**config.mk**
```make
export PLATFORM = sky130hd
export DESIGN_NAME = lc3_control_fsm
export DESIGN_NICKNAME = d
export VERILOG_FILES = /design/src/rtl/lc3_ctrl_pkg.sv /design/src/rtl/lc3_bypass_unit.sv /design/src/rtl/lc3_control_fsm.sv
export SDC_FILE = /design/constraint.sdc
export NUM_CORES = 1
export LEC_CHECK = 0
export CAP_MARGIN = 20
export CORE_MARGIN = 2
export CORE_UTILIZATION = 33
export CTS_CLUSTER_DIAMETER = 200
export CTS_CLUSTER_SIZE = 8
export DETAILED_ROUTE_END_ITERATION = 8
export PLACE_DENSITY_LB_ADDON = 0.3
export SYNTH_ARGS = -nofsm -noshare
export SYNTH_HDL_FRONTEND = slang
export SYNTH_SLANG_ARGS = --single-unit
```
**constraint.sdc**
```tcl
create_clock -name clock -period 1.6 [get_ports clock]
set_input_delay 0.32 -clock clock [delete_from_list [all_inputs] [get_ports clock]]
set_output_delay 0.32 -clock clock [all_outputs]
set_load 0.02 [all_outputs]
```
**src/rtl/lc3_ctrl_pkg.sv**
```systemverilog
// Shared definitions for the LC-3 pipeline controller: opcodes, FSM states,
// memory-access encodings and opcode class decoders.
package lc3_ctrl_pkg;

   localparam int unsigned INSTR_W = 16;
   localparam int unsigned OP_W    = 4;
   localparam int unsigned ST_W    = 2;
   localparam int unsigned MS_W    = 2;
   localparam int unsigned FILL_W  = 3;
   localparam int unsigned CC_W    = 3;

   localparam logic [OP_W-1:0] OP_BR  = 4'b0000;
   localparam logic [OP_W-1:0] OP_ADD = 4'b0001;
   localparam logic [OP_W-1:0] OP_LD  = 4'b0010;
   localparam logic [OP_W-1:0] OP_ST  = 4'b0011;
   localparam logic [OP_W-1:0] OP_AND = 4'b0101;
   localparam logic [OP_W-1:0] OP_LDR = 4'b0110;
   localparam logic [OP_W-1:0] OP_STR = 4'b0111;
   localparam logic [OP_W-1:0] OP_NOT = 4'b1001;
   localparam logic [OP_W-1:0] OP_LDI = 4'b1010;
   localparam logic [OP_W-1:0] OP_STI = 4'b1011;
   localparam logic [OP_W-1:0] OP_JMP = 4'b1100;
   localparam logic [OP_W-1:0] OP_LEA = 4'b1110;

   localparam logic [ST_W-1:0] ST_FILL  = 2'd0;
   localparam logic [ST_W-1:0] ST_RUN   = 2'd1;
   localparam logic [ST_W-1:0] ST_MEM   = 2'd2;
   localparam logic [ST_W-1:0] ST_FLUSH = 2'd3;

   localparam logic [MS_W-1:0] MS_READ  = 2'd0;
   localparam logic [MS_W-1:0] MS_IND   = 2'd1;
   localparam logic [MS_W-1:0] MS_WRITE = 2'd2;
   localparam logic [MS_W-1:0] MS_IDLE  = 2'd3;

   // LEA writes a destination register, so it forwards like an ALU op.
   function automatic logic is_alu(input logic [OP_W-1:0] op);
      return (op == OP_ADD) || (op == OP_AND) || (op == OP_NOT) || (op == OP_LEA);
   endfunction

   function automatic logic is_addand(input logic [OP_W-1:0] op);
      return (op == OP_ADD) || (op == OP_AND);
   endfunction

   function automatic logic is_load(input logic [OP_W-1:0] op);
      return (op == OP_LD) || (op == OP_LDR) || (op == OP_LDI);
   endfunction

   function automatic logic is_store(input logic [OP_W-1:0] op);
      return (op == OP_ST) || (op == OP_STR) || (op == OP_STI);
   endfunction

   function automatic logic is_ctrl(input logic [OP_W-1:0] op);
      return (op == OP_BR) || (op == OP_JMP);
   endfunction

   function automatic logic [MS_W-1:0] mem_first(input logic [OP_W-1:0] op);
      if ((op == OP_LDI) || (op == OP_STI)) return MS_IND;
      if (is_load(op)) return MS_READ;
      return MS_WRITE;
   endfunction

   // Indirect accesses fetch the pointer first, then do the real access.
   function automatic logic [MS_W-1:0] mem_next(input logic [OP_W-1:0] op,
                                                input logic [MS_W-1:0] cur);
      if (cur == MS_IND) return (op == OP_LDI) ? MS_READ : MS_WRITE;
      return MS_IDLE;
   endfunction

endpackage

```
**src/rtl/lc3_bypass_unit.sv**
```systemverilog
// Operand forwarding selects: compares the execute-stage destination with
// the decode-stage sources; gated off while the pipeline is not running.
module lc3_bypass_unit
   import lc3_ctrl_pkg::*;
(
   input  logic               active,
   input  logic [INSTR_W-1:0] ir,
   input  logic [INSTR_W-1:0] ir_exec,
   output logic               bypass_alu_1,
   output logic               bypass_alu_2,
   output logic               bypass_mem_1,
   output logic               bypass_mem_2
);

   logic [OP_W-1:0] dec_op;
   logic [OP_W-1:0] exe_op;
   logic            src1_hit;
   logic            src2_hit;
   logic            unused_fields;

   assign dec_op        = ir[15:12];
   assign exe_op        = ir_exec[15:12];
   assign unused_fields = ^{ir[11:9], ir[4:3], ir_exec[8:0]};

   always_comb begin
      src1_hit     = (is_alu(dec_op) || is_store(dec_op)) && (ir_exec[11:9] == ir[8:6]);
      src2_hit     = is_addand(dec_op) && !ir[5] && (ir_exec[11:9] == ir[2:0]);
      bypass_alu_1 = active && is_alu(exe_op)  && src1_hit;
      bypass_alu_2 = active && is_alu(exe_op)  && src2_hit;
      bypass_mem_1 = active && is_load(exe_op) && src1_hit;
      bypass_mem_2 = active && is_load(exe_op) && src2_hit;
   end

endmodule

```
**src/rtl/lc3_control_fsm.sv**
```systemverilog
// LC-3 pipeline controller: stage enables, branch redirect/flush and the
// data-memory access sequencer. All outputs except bypass selects are registered.
module lc3_control_fsm
   import lc3_ctrl_pkg::*;
(
   input  logic               clock,
   input  logic               reset,
   input  logic               completed_instr,
   input  logic               completed_data,
   input  logic [INSTR_W-1:0] IR,
   input  logic [INSTR_W-1:0] IR_EXEC,
   input  logic [CC_W-1:0]    NZP,
   input  logic [CC_W-1:0]    PSR,
   input  logic [INSTR_W-1:0] Imem_dout,
   output logic               enable_updatePC,
   output logic               enable_fetch,
   output logic               enable_decode,
   output logic               enable_execute,
   output logic               enable_writeback,
   output logic               br_taken,
   output logic               bypass_alu_1,
   output logic               bypass_alu_2,
   output logic               bypass_mem_1,
   output logic               bypass_mem_2,
   output logic [MS_W-1:0]    mem_state
);

   logic [ST_W-1:0]   state, state_d;
   logic [FILL_W-1:0] fill, fill_d;
   logic              flush_cnt, flush_d;
   logic [OP_W-1:0]   mem_op, mem_op_d;
   logic              upc_d, fetch_d, dec_d, exe_d, wb_d, br_d;
   logic [MS_W-1:0]   ms_d;

   logic [OP_W-1:0]   exe_op;
   logic              taken_c;
   logic              run_upc_c;
   logic [MS_W-1:0]   ms_next_c;
   logic              unused_inputs;

   assign exe_op        = IR_EXEC[15:12];
   assign taken_c       = ((exe_op == OP_BR) && |(IR_EXEC[11:9] & NZP)) || (exe_op == OP_JMP);
   assign ms_next_c     = mem_next(mem_op, mem_state);
   assign unused_inputs = ^{PSR, Imem_dout[11:0]};

   // Hold the PC while a control instruction is in fetch or decode.
   assign run_upc_c = completed_instr && !is_ctrl(IR[15:12]) && !is_ctrl(Imem_dout[15:12]);

   always_comb begin
      state_d  = state;
      fill_d   = fill;
      flush_d  = flush_cnt;
      mem_op_d = mem_op;
      upc_d    = 1'b0;
      fetch_d  = 1'b0;
      dec_d    = 1'b0;
      exe_d    = 1'b0;
      wb_d     = 1'b0;
      br_d     = 1'b0;
      ms_d     = MS_IDLE;
      case (state)
         ST_FILL: begin
            fill_d  = {fill[FILL_W-2:0], 1'b1};
            upc_d   = 1'b1;
            fetch_d = 1'b1;
            dec_d   = fill[0];
            exe_d   = fill[1];
            wb_d    = fill[2];
            if (fill[2]) state_d = ST_RUN;
         end
         ST_RUN: begin
            if (taken_c) begin
               state_d = ST_FLUSH;
               flush_d = 1'b0;
               br_d    = 1'b1;
               upc_d   = 1'b1;
               fetch_d = 1'b1;
            end else if (is_load(exe_op) || is_store(exe_op)) begin
               state_d  = ST_MEM;
               mem_op_d = exe_op;
               ms_d     = mem_first(exe_op);
            end else begin
               upc_d   = run_upc_c;
               fetch_d = completed_instr;
               dec_d   = completed_instr;
               exe_d   = 1'b1;
               wb_d    = 1'b1;
            end
         end
         ST_MEM: begin
            // Idle cycle after the last access carries the load writeback.
            if (mem_state == MS_IDLE) begin
               state_d = ST_RUN;
               upc_d   = run_upc_c;
               fetch_d = completed_instr;
               dec_d   = completed_instr;
               exe_d   = 1'b1;
               wb_d    = 1'b1;
            end else if (completed_data) begin
               ms_d = ms_next_c;
               wb_d = (ms_next_c == MS_IDLE) && is_load(mem_op);
            end else begin
               ms_d = mem_state;
            end
         end
         ST_FLUSH: begin
            if (!flush_cnt) begin
               flush_d = 1'b1;
               upc_d   = 1'b1;
               fetch_d = 1'b1;
            end else begin
               state_d = ST_RUN;
               upc_d   = run_upc_c;
               fetch_d = completed_instr;
               dec_d   = completed_instr;
               exe_d   = 1'b1;
               wb_d    = 1'b1;
            end
         end
         default: state_d = ST_FILL;
      endcase
   end

   always_ff @(posedge clock) begin
      if (reset) begin
         state            <= ST_FILL;
         fill             <= '0;
         flush_cnt        <= 1'b0;
         mem_op           <= '0;
         enable_updatePC  <= 1'b0;
         enable_fetch     <= 1'b0;
         enable_decode    <= 1'b0;
         enable_execute   <= 1'b0;
         enable_writeback <= 1'b0;
         br_taken         <= 1'b0;
         mem_state        <= MS_IDLE;
      end else begin
         state            <= state_d;
         fill             <= fill_d;
         flush_cnt        <= flush_d;
         mem_op           <= mem_op_d;
         enable_updatePC  <= upc_d;
         enable_fetch     <= fetch_d;
         enable_decode    <= dec_d;
         enable_execute   <= exe_d;
         enable_writeback <= wb_d;
         br_taken         <= br_d;
         mem_state        <= ms_d;
      end
   end

   lc3_bypass_unit u_bypass (
      .active       ((state == ST_RUN) || (state == ST_FLUSH)),
      .ir           (IR),
      .ir_exec      (IR_EXEC),
      .bypass_alu_1 (bypass_alu_1),
      .bypass_alu_2 (bypass_alu_2),
      .bypass_mem_1 (bypass_mem_1),
      .bypass_mem_2 (bypass_mem_2)
   );

endmodule
```
==> results.txt, run 1 <==
Status - complete, but fails checks
Violated checks - setup timing
Clock transition at path regs - 0.10 ns
Placed inst area - 1870 um2
Crit. path cell count - 6
Syn-to-layout area delta - 84.9%
Setup crit end - bypass_alu_1
Compound-Gate Fraction of Synth Area - 24.7%
Yosys warning count - 0
Worst R2R Start - state[0]$_SDFFE_PP0P_
Syn_nets - 202
# IOs - 70
Commonest cells post-synth - 22 x nor2_1, 18 x dfxtp_1, 8 x xnor2_1
Clock sink total - 18
Yosys top cell area share - 31.1%
Cell depth of the worst flop-to-flop path - 6
CP Launch Type - flop
Worst setup EP type - output pin
Total gr overflow - 0
Ys async rst share - 0%
Power share of the sequential group - 28.9%
Post-synthesis sequential area ratio - 31.1%
Post-Synth XOR/XNOR Area - 6.80%
Leak pwr - 0.846 nW
Initial antenna violation count - 0
Die area - 4000 um2
Clk_lat worst skew - 0.29 ns
Synth area leader - dfxtp_1
Min Tclk post-route - 1.73 ns
Combinational family with the most area after synthesis - compound AO/OA/AOI/OAI gates
Clk pwr share - 11.4%
Root buf cell - clkbuf_4
Wire length of the first global-routing pass - 5.93 mm
Power per cell area - 1150 nW/um2
Port Buf Inserts - 40
IR drop worst, VDD - 0.000805 V
RSZ-0062 raised after global routing - yes
Critical path, cell by cell - inv_4, ha_4, buf_8, o22ai_4, nor2_1, buf_4
Type of the most critical hold path - flop to flop
RR Endpoint - state[1]$_SDFFE_PP0P_
Final Max Slew Viols - 0
Core Rows - 21
Maximum clock rate - 578 MHz
Die W - 63.3 um
Nets - 282
Critical path class - flop to output pin
Cell Area, Synth - 1160 um2
CP Data Required Time - 1.28 ns
Dominant cells by area after synthesis - dfxtp_1 31%, nor2_1 7.1%, xnor2_1 6.0%, ha_1 5.4%, mux2i_1 3.5%
WL final - 3.58 mm
Most numerous cell in the Yosys netlist - nor2_1
Worst stage delay on the critical path - 0.39 ns
Crit path DAT - 1.41 ns
Routed vias/inst - 4.92
Final setup fails - 4
Post-synthesis simple-gate area fraction - 23.3%
Final cycle utilization of the critical path - 108%
P_sw - 0.000961 W
CP startpoint - state[1]$_SDFFE_PP0P_
Power Internal - 0.00150 W
Reg2Reg Setup Slack - 0 ns
Multiplexer share of the synthesized area - 3.46%
Comb power frac - 59.6%
Post-route setup TNS - -0.363 ns
CP bufs+invs - 3
DR vias - 1,300
# DRC - 0
Fin. Hold Viols - 0
Worst slew pin tran - 0.417 ns
Core Box Area - 3360 um2
Fin worst setup slack - -0.131 ns
Setup Skew - 0.00234 ns
Starting DRT DRC Count - 27
Mapped Cells - 139
Post-DRT Antenna Nets - 0
Clock H-tree levels - 1
Adder-cell share of the synthesized area - 5.40%
Max_cap viols - 0
Sw frac - 39.1%
Worst-path maximum fanout - 3
Die Height - 63.3 um
DR pass1 iterations - 4
Finished Layout Cells - 264
Seq cells post-synth - 18
Largest net degree at the start of global routing - 12
Ant diodes - 0
Crit-path leading delay family - flip-flops
Placed instance count - 254
Post-synth EDFFs - 0
FILL cells - 298
Relative slew slack - 72.2%
WL/cell - 13.5 um
GP Congestion - 0.793
Max Root-Sink Buffers - 2
Synth unique cells - 43
Vias in the first global route - 1,308
Finished Cell Area - 2140 um2
Initial core utilization - 34.4%
Dpl hpwl - 2.62 mm
CTS tree - built
Layout cell share with drive strength beyond 1 - 41.3%
Most used flip-flop cell after synthesis - dfxtp_1
Slowest-stage cell, CP - dfxtp_4
GR Util All Layers - 18.3%
Synth Area per Inst - 8.34 um2
Number of CTS-inserted buffers - 3
-- routing by layer --
metal | vias up | part of all wire [%] | routed length, um | global-route usage, %
li1 | 658 | - | - | -
met1 | 607 | 41 | 1460 | 21.6
met2 | 31 | 55 | 1960 | 35.2
met3 | 4 | 3.6 | 130 | 3.39
met4 | 0 | 0.87 | 31 | 1.63
met5 | - | 0 | 0 | 0
-- state kept, by name (all words and copies together), names as in the netlist, 2 cells and up --
signal / flops
state: 2
mem_state: 2
fill: 3
mem_op: 4
-- power by group through the flow --
stage               logic, W  registers (W)  clock network (W)
floorplan           0.000536       0.000763                  0
detailed placement   0.00120       0.000678                  0
global route         0.00158       0.000730           0.000306
global placement     0.00116       0.000672                  0
finish               0.00147       0.000711           0.000281
CTS                  0.00135       0.000695           0.000290
-- cell type report --
| cell class | instances | area [um2] | area share, % |
|---|---|---|---|
| flip-flops and latches | 18 | 368 | 17.2 |
| multi-input cells | 109 | 966 | 45.1 |
| repair buffers | 81 | 684 | 32.0 |
| well taps | 46 | 57.6 | 2.69 |
| inverters | 6 | 30.0 | 1.40 |
| clock buffers | 4 | 36.3 | 1.69 |
-- cells in the final DEF (no fill, tap or decap), drive strengths merged, types with 4 or more instances in the layout --
cell / count
buf: 49
nor2: 22
dfxtp: 18
clkdlybuf4s50: 15
dlygate4sd2: 12
xnor2: 8
nand2: 7
a21oi: 7
o21ai: 6
inv: 6
ha: 5
mux2i: 4
clkdlybuf4s15: 4
clkbuf: 4
-- logic make-up (layout without fill, tap and decap cells) --
kind of cell | Yosys count | in the layout
mux | 4 | 4
simple gates | 54 | 54
fa+ha+maj | 5 | 5
xor+xnor | 9 | 9
flops | 18 | 18
buf+inv | 12 | 91
compound gates | 37 | 37
-- what timing repair did --
item,in CTS,in global routing
setup endpoints to repair,16,13
gates resized for setup,94,16
setup buffers,2,5
pin swaps,18,11
endpoints found under the hold margin,0,0
hold buffers,0,0
-- worst reg2reg max path: stages (launching register included) --
cell	delay [ns]
dfxtp_4	0.38
ha_4	0.17
buf_6	0.14
nor2b_4	0.14
a211o_1	0.30
o21a_1	0.19
a221oi_2	0.20
-- through the flow --
| step | total power (W) | setup slack (ns) | util [%] | hold WS [ns] |
|---|---|---|---|---|
| 6_report | 0.00246 | -0.131 | 63.7 | 0.489 |
| 5_1_grt | 0.00261 | -0.191 | 63.7 | 0.548 |
| 4_1_cts | 0.00233 | -0.117 | 61.0 | 0.493 |
| 3_5_place_dp | 0.00188 | -0.923 | 55.7 | 0.469 |
| 3_3_place_gp | 0.00183 | -0.858 | 55.7 | 0.452 |
| 2_1_floorplan | 0.00130 | 0.0249 | - | 0.441 |
-- worst min-delay path by stage --
stage	from	end	slack, ns	cells past startpoint
after floorplan	mem_op[1]$_SDFFE_PP0P_	mem_op[1]$_SDFFE_PP0P_	0.44	2
after global placement	mem_op[1]$_SDFFE_PP0P_	mem_op[1]$_SDFFE_PP0P_	0.45	2
after detailed placement	mem_op[1]$_SDFFE_PP0P_	mem_op[1]$_SDFFE_PP0P_	0.47	2
after CTS	mem_op[1]$_SDFFE_PP0P_	mem_op[1]$_SDFFE_PP0P_	0.49	2
after global routing	fill[0]$_SDFFE_PP0N_	enable_decode$_SDFF_PP0_	0.55	2
final	mem_op[1]$_SDFFE_PP0P_	mem_op[1]$_SDFFE_PP0P_	0.49	2
(Power assumes the default switching activity.)
==> run 2, diff against run 1 <==
Settings changed: PLACE_DENSITY set to 0.75, PLACE_DENSITY_LB_ADDON 0.3 to unset.
==> run 2 against run 1 <==
Against the previous run:
- the run still ends with setup timing left
- hold slack lost 0.0060 ns
- global-route usage shrank 2.1 points
- routed wire length shrank 5.9%
- first-iteration DRC count grew 56%
- die area is the same
- total power shrank 4.3%
- clock skew grew 0.0012 ns
- largest power group unchanged
- sequential share of layout area grew 0.76 points
==> results.txt, run 2 (synthesis results as in run 1) <==
Clk_lat worst skew - 0.29 ns
Max Root-Sink Buffers - 2
Top reg by flops - mem_op
Relative slew slack - 69.6%
Most used routing layer - met2
Critical path class - input pin to output pin
Total gr overflow - 0
Final setup fails - 5
IR drop worst, VDD - 0.000647 V
Cell depth of the worst flop-to-flop path - 7
Layout cell share with drive strength beyond 1 - 40.0%
Met2 GRT Util - 31.0%
DR pass1 iterations - 4
Clock H-tree levels - 1
Initial antenna violation count - 0
Vias in the first global route - 1,262
Starting DRT DRC Count - 42
Max_cap viols - 0
Fin worst setup slack - -0.101 ns
Port Buf Inserts - 40
Ant diodes - 0
Status - complete, but fails checks
Sequential cell area - 368 um2
Power, Total - 0.00235 W
Worst stage delay on the critical path - 0.30 ns
Largest register FFs - 4
Nets - 274
Worst setup EP type - output pin
Critical path, cell by cell - buf_8, nor4b_4, nand4_1, nor4_4, buf_4
WL/cell - 13.1 um
Met3 global-route usage - 4.46%
Clock sink total - 18
Syn-to-layout area delta - 77.0%
Footprint of the multi-input gates - 955 um2
# IOs - 70
Min Tclk post-route - 1.70 ns
# DRC - 0
CP Data Required Time - 1.28 ns
Core Rows - 21
CTS tree - built
Slowest-stage cell, CP - nor4_4
RSZ-0062 raised after global routing - yes
Finished Core Util - 61.0%
CP Launch Type - input pin
Power per cell area - 1150 nW/um2
Die W - 63.3 um
Maximum clock rate - 588 MHz
Type of the most critical hold path - flop to flop
Setup Skew - 0.00359 ns
Core Box Area - 3360 um2
Die area - 4000 um2
GR Util All Layers - 16.2%
Clock transition at path regs - 0.10 ns
Initial core utilization - 34.4%
Min Hold Slack - 0.484 ns
Routed vias/inst - 5.06
Post-DRT Antenna Nets - 0
Root buf cell - clkbuf_4
WL final - 3.37 mm
GP Congestion - 0.874
Die Height - 63.3 um
Worst slew pin tran - 0.455 ns
CTS Hold Bufs - 0
Largest net degree at the start of global routing - 14
Reg2Reg Setup Slack - -0.01 ns
Violated checks - setup timing
Leak pwr - 0.804 nW
Top Registers - mem_op x4, fill x3
Wire length of the first global-routing pass - 5.35 mm
DR vias - 1,295
Worst-path maximum fanout - 4
FILL cells - 289
Met1 usage - 18.3%
Fin. Hold Viols - 0
Final cycle utilization of the critical path - 106%
Worst hold stages - 2
Crit path DAT - 1.38 ns
Final Max Slew Viols - 0
Commonest non-fill, non-tap cell in the layout - buf_4
Number of CTS-inserted buffers - 3
Dpl hpwl - 2.49 mm
Leading cell types in the layout, fill and taps excluded - 34 x buf_4, 20 x nor2_1, 16 x dfxtp_1, 16 x clkdlybuf4s50_1, 12 x dlygate4sd2_1
[run 2: through the flow]
step	std cells	worst slack (ns)	cell area, um2	setup TNS, ns
2_1_floorplan	139	0.0249	1190	0
3_3_place_gp	247	-0.854	1820	-6.93
3_5_place_dp	247	-0.989	1820	-7.58
4_1_cts	252	-0.115	1960	-0.385
5_1_grt	256	-0.164	2050	-0.616
6_report	256	-0.101	2050	-0.272
[run 2: repair_timing]
| action | in CTS | in global routing |
|---|---|---|
| cloned | 0 | 0 |
| pin swaps | 15 | 11 |
| gates resized for setup | 75 | 32 |
| endpoints found under the setup margin | 14 | 9 |
| setup buffers | 1 | 4 |
[run 2: layer usage]
metal / vias to the layer above / share of wire [%] / routed length, um
li1: 644 / - / -
met1: 616 / 41 / 1370
met2: 33 / 54 / 1800
met3: 2 / 5.4 / 183
met4: 0 / 0.21 / 7
met5: - / 0 / 0
[run 2: final timing paths]
check                              start                      to
hold reg to reg   mem_op[1]$_SDFFE_PP0P_  mem_op[1]$_SDFFE_PP0P_
hold / removal    mem_op[1]$_SDFFE_PP0P_  mem_op[1]$_SDFFE_PP0P_
setup reg to reg   state[0]$_SDFFE_PP0P_   state[1]$_SDFFE_PP0P_
setup / recovery                  IR[15]            bypass_mem_2
[run 2: area by class of cell]
class                   count  area share, %
flip-flops and latches     18           17.9
well taps                  46           2.81
repair buffers             73           29.7
multi-input cells         109           46.6
clock buffers               4           1.77
inverters                   6           1.22
[run 2: power by group]
| part | leakage [nW] | internal [W] | total [W] | switching, W |
|---|---|---|---|---|
| Clock | 0.0210 | 0.000139 | 0.000284 | 0.000146 |
| Sequential | 0.149 | 0.000589 | 0.000712 | 0.000123 |
| Combinational | 0.634 | 0.000705 | 0.00135 | 0.000650 |
| Total | 0.804 | 0.00143 | 0.00235 | 0.000919 |
[run 2: critical path: cells and delay by family]
kind | cells | cell delay (ns)
and+or+nand+nor | 3 | 0.77
buffers and inverters | 2 | 0.29
==> run 3, diff against run 2 <==
Settings changed: CORE_UTILIZATION 33 to 55, DONT_BUFFER_PORTS set to 1, HOLD_SLACK_MARGIN set to 0.1, PLACE_DENSITY 0.75 to 0.73.
==> run 3 against run 2 <==
Against the previous run:
- the run still ends with setup timing left
- flip-flop and latch count did not move
- routed wire length up 4.3%
- via count fell by 11%
- sequential power increased by 9.4%
- core utilization is 18 points higher
- clock-buffer cell count unchanged
- final cell count down 27%
- clock power grew 1%
- fmax down 4.7%
- final area fell by 24%
- first-iteration DRC count is 4.8% higher
- critical endpoint is now bypass_alu_1
- largest power group unchanged
==> results.txt, run 3 (synthesis results as in run 1) <==
Power per cell area - 1410 nW/um2
Die Height - 49.9 um
DR pass1 iterations - 4
CTS tree - built
Status - complete, but fails checks
Critical path class - flop to output pin
Worst R2R Start - state[1]$_SDFFE_PP0P_
Worst slew pin tran - 0.537 ns
CP startpoint - state[1]$_SDFFE_PP0P_
GP Congestion - 0.788
Port Buf Inserts - 0
Cell depth of the worst flop-to-flop path - 6
Maximum clock rate - 560 MHz
Routed vias/inst - 6.14
Largest net degree at the start of global routing - 14
Layout cell share with drive strength beyond 1 - 33.1%
Die W - 49.9 um
Nets - 224
Setup crit end - bypass_alu_1
Initial antenna violation count - 0
Finished Layout Cells - 187
Core Rows - 16
Clk_lat worst skew - 0.31 ns
Clock sink total - 18
Syn-to-layout area delta - 35.0%
CP Launch Type - flop
Top reg by flops - mem_op
Vias in the first global route - 1,089
Total gr overflow - 0
GR Util All Layers - 26.1%
FILL cells - 132
Wire length of the first global-routing pass - 4.78 mm
WL/cell - 18.8 um
Fin. Hold Viols - 0
Reg2Reg Setup Slack - -0.04 ns
Die area - 2490 um2
Violated checks - setup timing
# DRC - 0
Final setup fails - 6
# IOs - 70
Post-DRT Antenna Nets - 0
Fin worst setup slack - -0.185 ns
Top Registers - mem_op x4, fill x3
Worst setup EP type - output pin
Min Tclk post-route - 1.78 ns
DP Worst Slack - -0.0263 ns
Commonest non-fill, non-tap cell in the layout - nor2_1
IR drop worst, VDD - 0.00101 V
Worst-path maximum fanout - 3
Crit path DAT - 1.46 ns
DR vias - 1,148
Placed instance count - 172
Core Box Area - 1980 um2
Root buf cell - clkbuf_4
Initial core utilization - 58.5%
Clock H-tree levels - 1
RSZ-0062 raised after global routing - yes
RR Endpoint - state[1]$_SDFFE_PP0P_
Type of the most critical hold path - input pin to flop
Leading cell types in the layout, fill and taps excluded - 19 x nor2_1, 16 x dfxtp_1, 14 x buf_4, 8 x xnor2_1, 7 x nand2_1
Max Root-Sink Buffers - 2
WL final - 3.51 mm
Number of CTS-inserted buffers - 3
Clock transition at path regs - 0.10 ns
Leak pwr - 0.561 nW
Setup Skew - 0.00251 ns
Relative slew slack - 64.1%
Final Max Slew Viols - 0
Starting DRT DRC Count - 44
Max_cap viols - 0
Dpl hpwl - 2.00 mm
Final cycle utilization of the critical path - 112%
CP Data Required Time - 1.28 ns
Ant diodes - 0
Largest register FFs - 4
## run 3: changes by cell type in the layout (fill, tap and decap cells not counted), moves of 2 or more
cell and delta:
clkbuf_2 -6, dlygate4sd2_1 -12, clkdlybuf4s50_1 -16, nor2b_4 -2, buf_4 -20, buf_6 +2, dlygate4sd3_1 +2, nor2_2 +2
nor2b_1 +2
## run 3: how the worst min path moves through the flow
stage	start	to	slack [ns]	depth (start not counted)
6_report	reset	mem_state[0]$_SDFFE_PP1P_	0.11	1
5_1_grt	reset	mem_state[1]$_SDFFE_PP1P_	0.10	1
4_1_cts	reset	enable_decode$_SDFF_PP0_	0.10	1
3_5_place_dp	reset	flush_cnt$_SDFFE_PP0P_	0.39	1
3_3_place_gp	reset	flush_cnt$_SDFFE_PP0P_	0.39	1
2_1_floorplan	mem_op[1]$_SDFFE_PP0P_	mem_op[1]$_SDFFE_PP0P_	0.44	2
## run 3: power by group
group | total (W) | switching [W] | internal, W
Combinational | 0.00114 | 0.000570 | 0.000568
Sequential | 0.000779 | 0.000190 | 0.000588
Clock | 0.000288 | 0.000149 | 0.000139
## run 3: metal layers
| metal | global-route usage, % | vias up | routed length [um] |
|---|---|---|---|
| li1 | - | 542 | - |
| met1 | 28.2 | 547 | 1350 |
| met2 | 44.7 | 49 | 1810 |
| met5 | 0 | - | 0 |
| met3 | 6.36 | 10 | 260 |
| met4 | 17.6 | 0 | 95 |
## run 3: stage by stage
step | cell area [um2] | setup TNS (ns) | utilization, % | power [W] | hold slack, ns
2_1_floorplan | 1190 | 0 | - | 0.00130 | 0.441
3_3_place_gp | 1270 | 0 | 64.3 | 0.00148 | 0.387
3_5_place_dp | 1270 | -0.0484 | 64.3 | 0.00151 | 0.389
4_1_cts | 1450 | -0.524 | 73.1 | 0.00196 | 0.100
5_1_grt | 1560 | -0.965 | 78.9 | 0.00231 | 0.104
6_report | 1560 | -0.680 | 78.9 | 0.00221 | 0.110
## run 3: area by class of cell
type                    instances  area (um2)  share of cell area, %
clock buffers                   4        36.3                   2.32
inverters                       6        25.0                   1.60
multi-input cells             109         887                   56.7
flip-flops and latches         18         365                   23.4
well taps                      27        33.8                   2.16
repair buffers                 23         216                   13.8
## run 3: timing repair
action / 4_1_cts / 5_1_grt
pin swaps: 9 / 8
endpoints found under the setup margin: 6 / 8
hold endpoints to repair: 13 / 1
buffers inserted: 5 / 7
hold buffers: 1 / 1
resized for setup: 26 / 11
## run 3: critical path: stages (launching register included)
cell,delay [ns]
dfxtp_2,0.35
buf_6,0.12
ha_4,0.17
buf_6,0.12
o22ai_4,0.16
nor2_2,0.08
buf_6,0.15
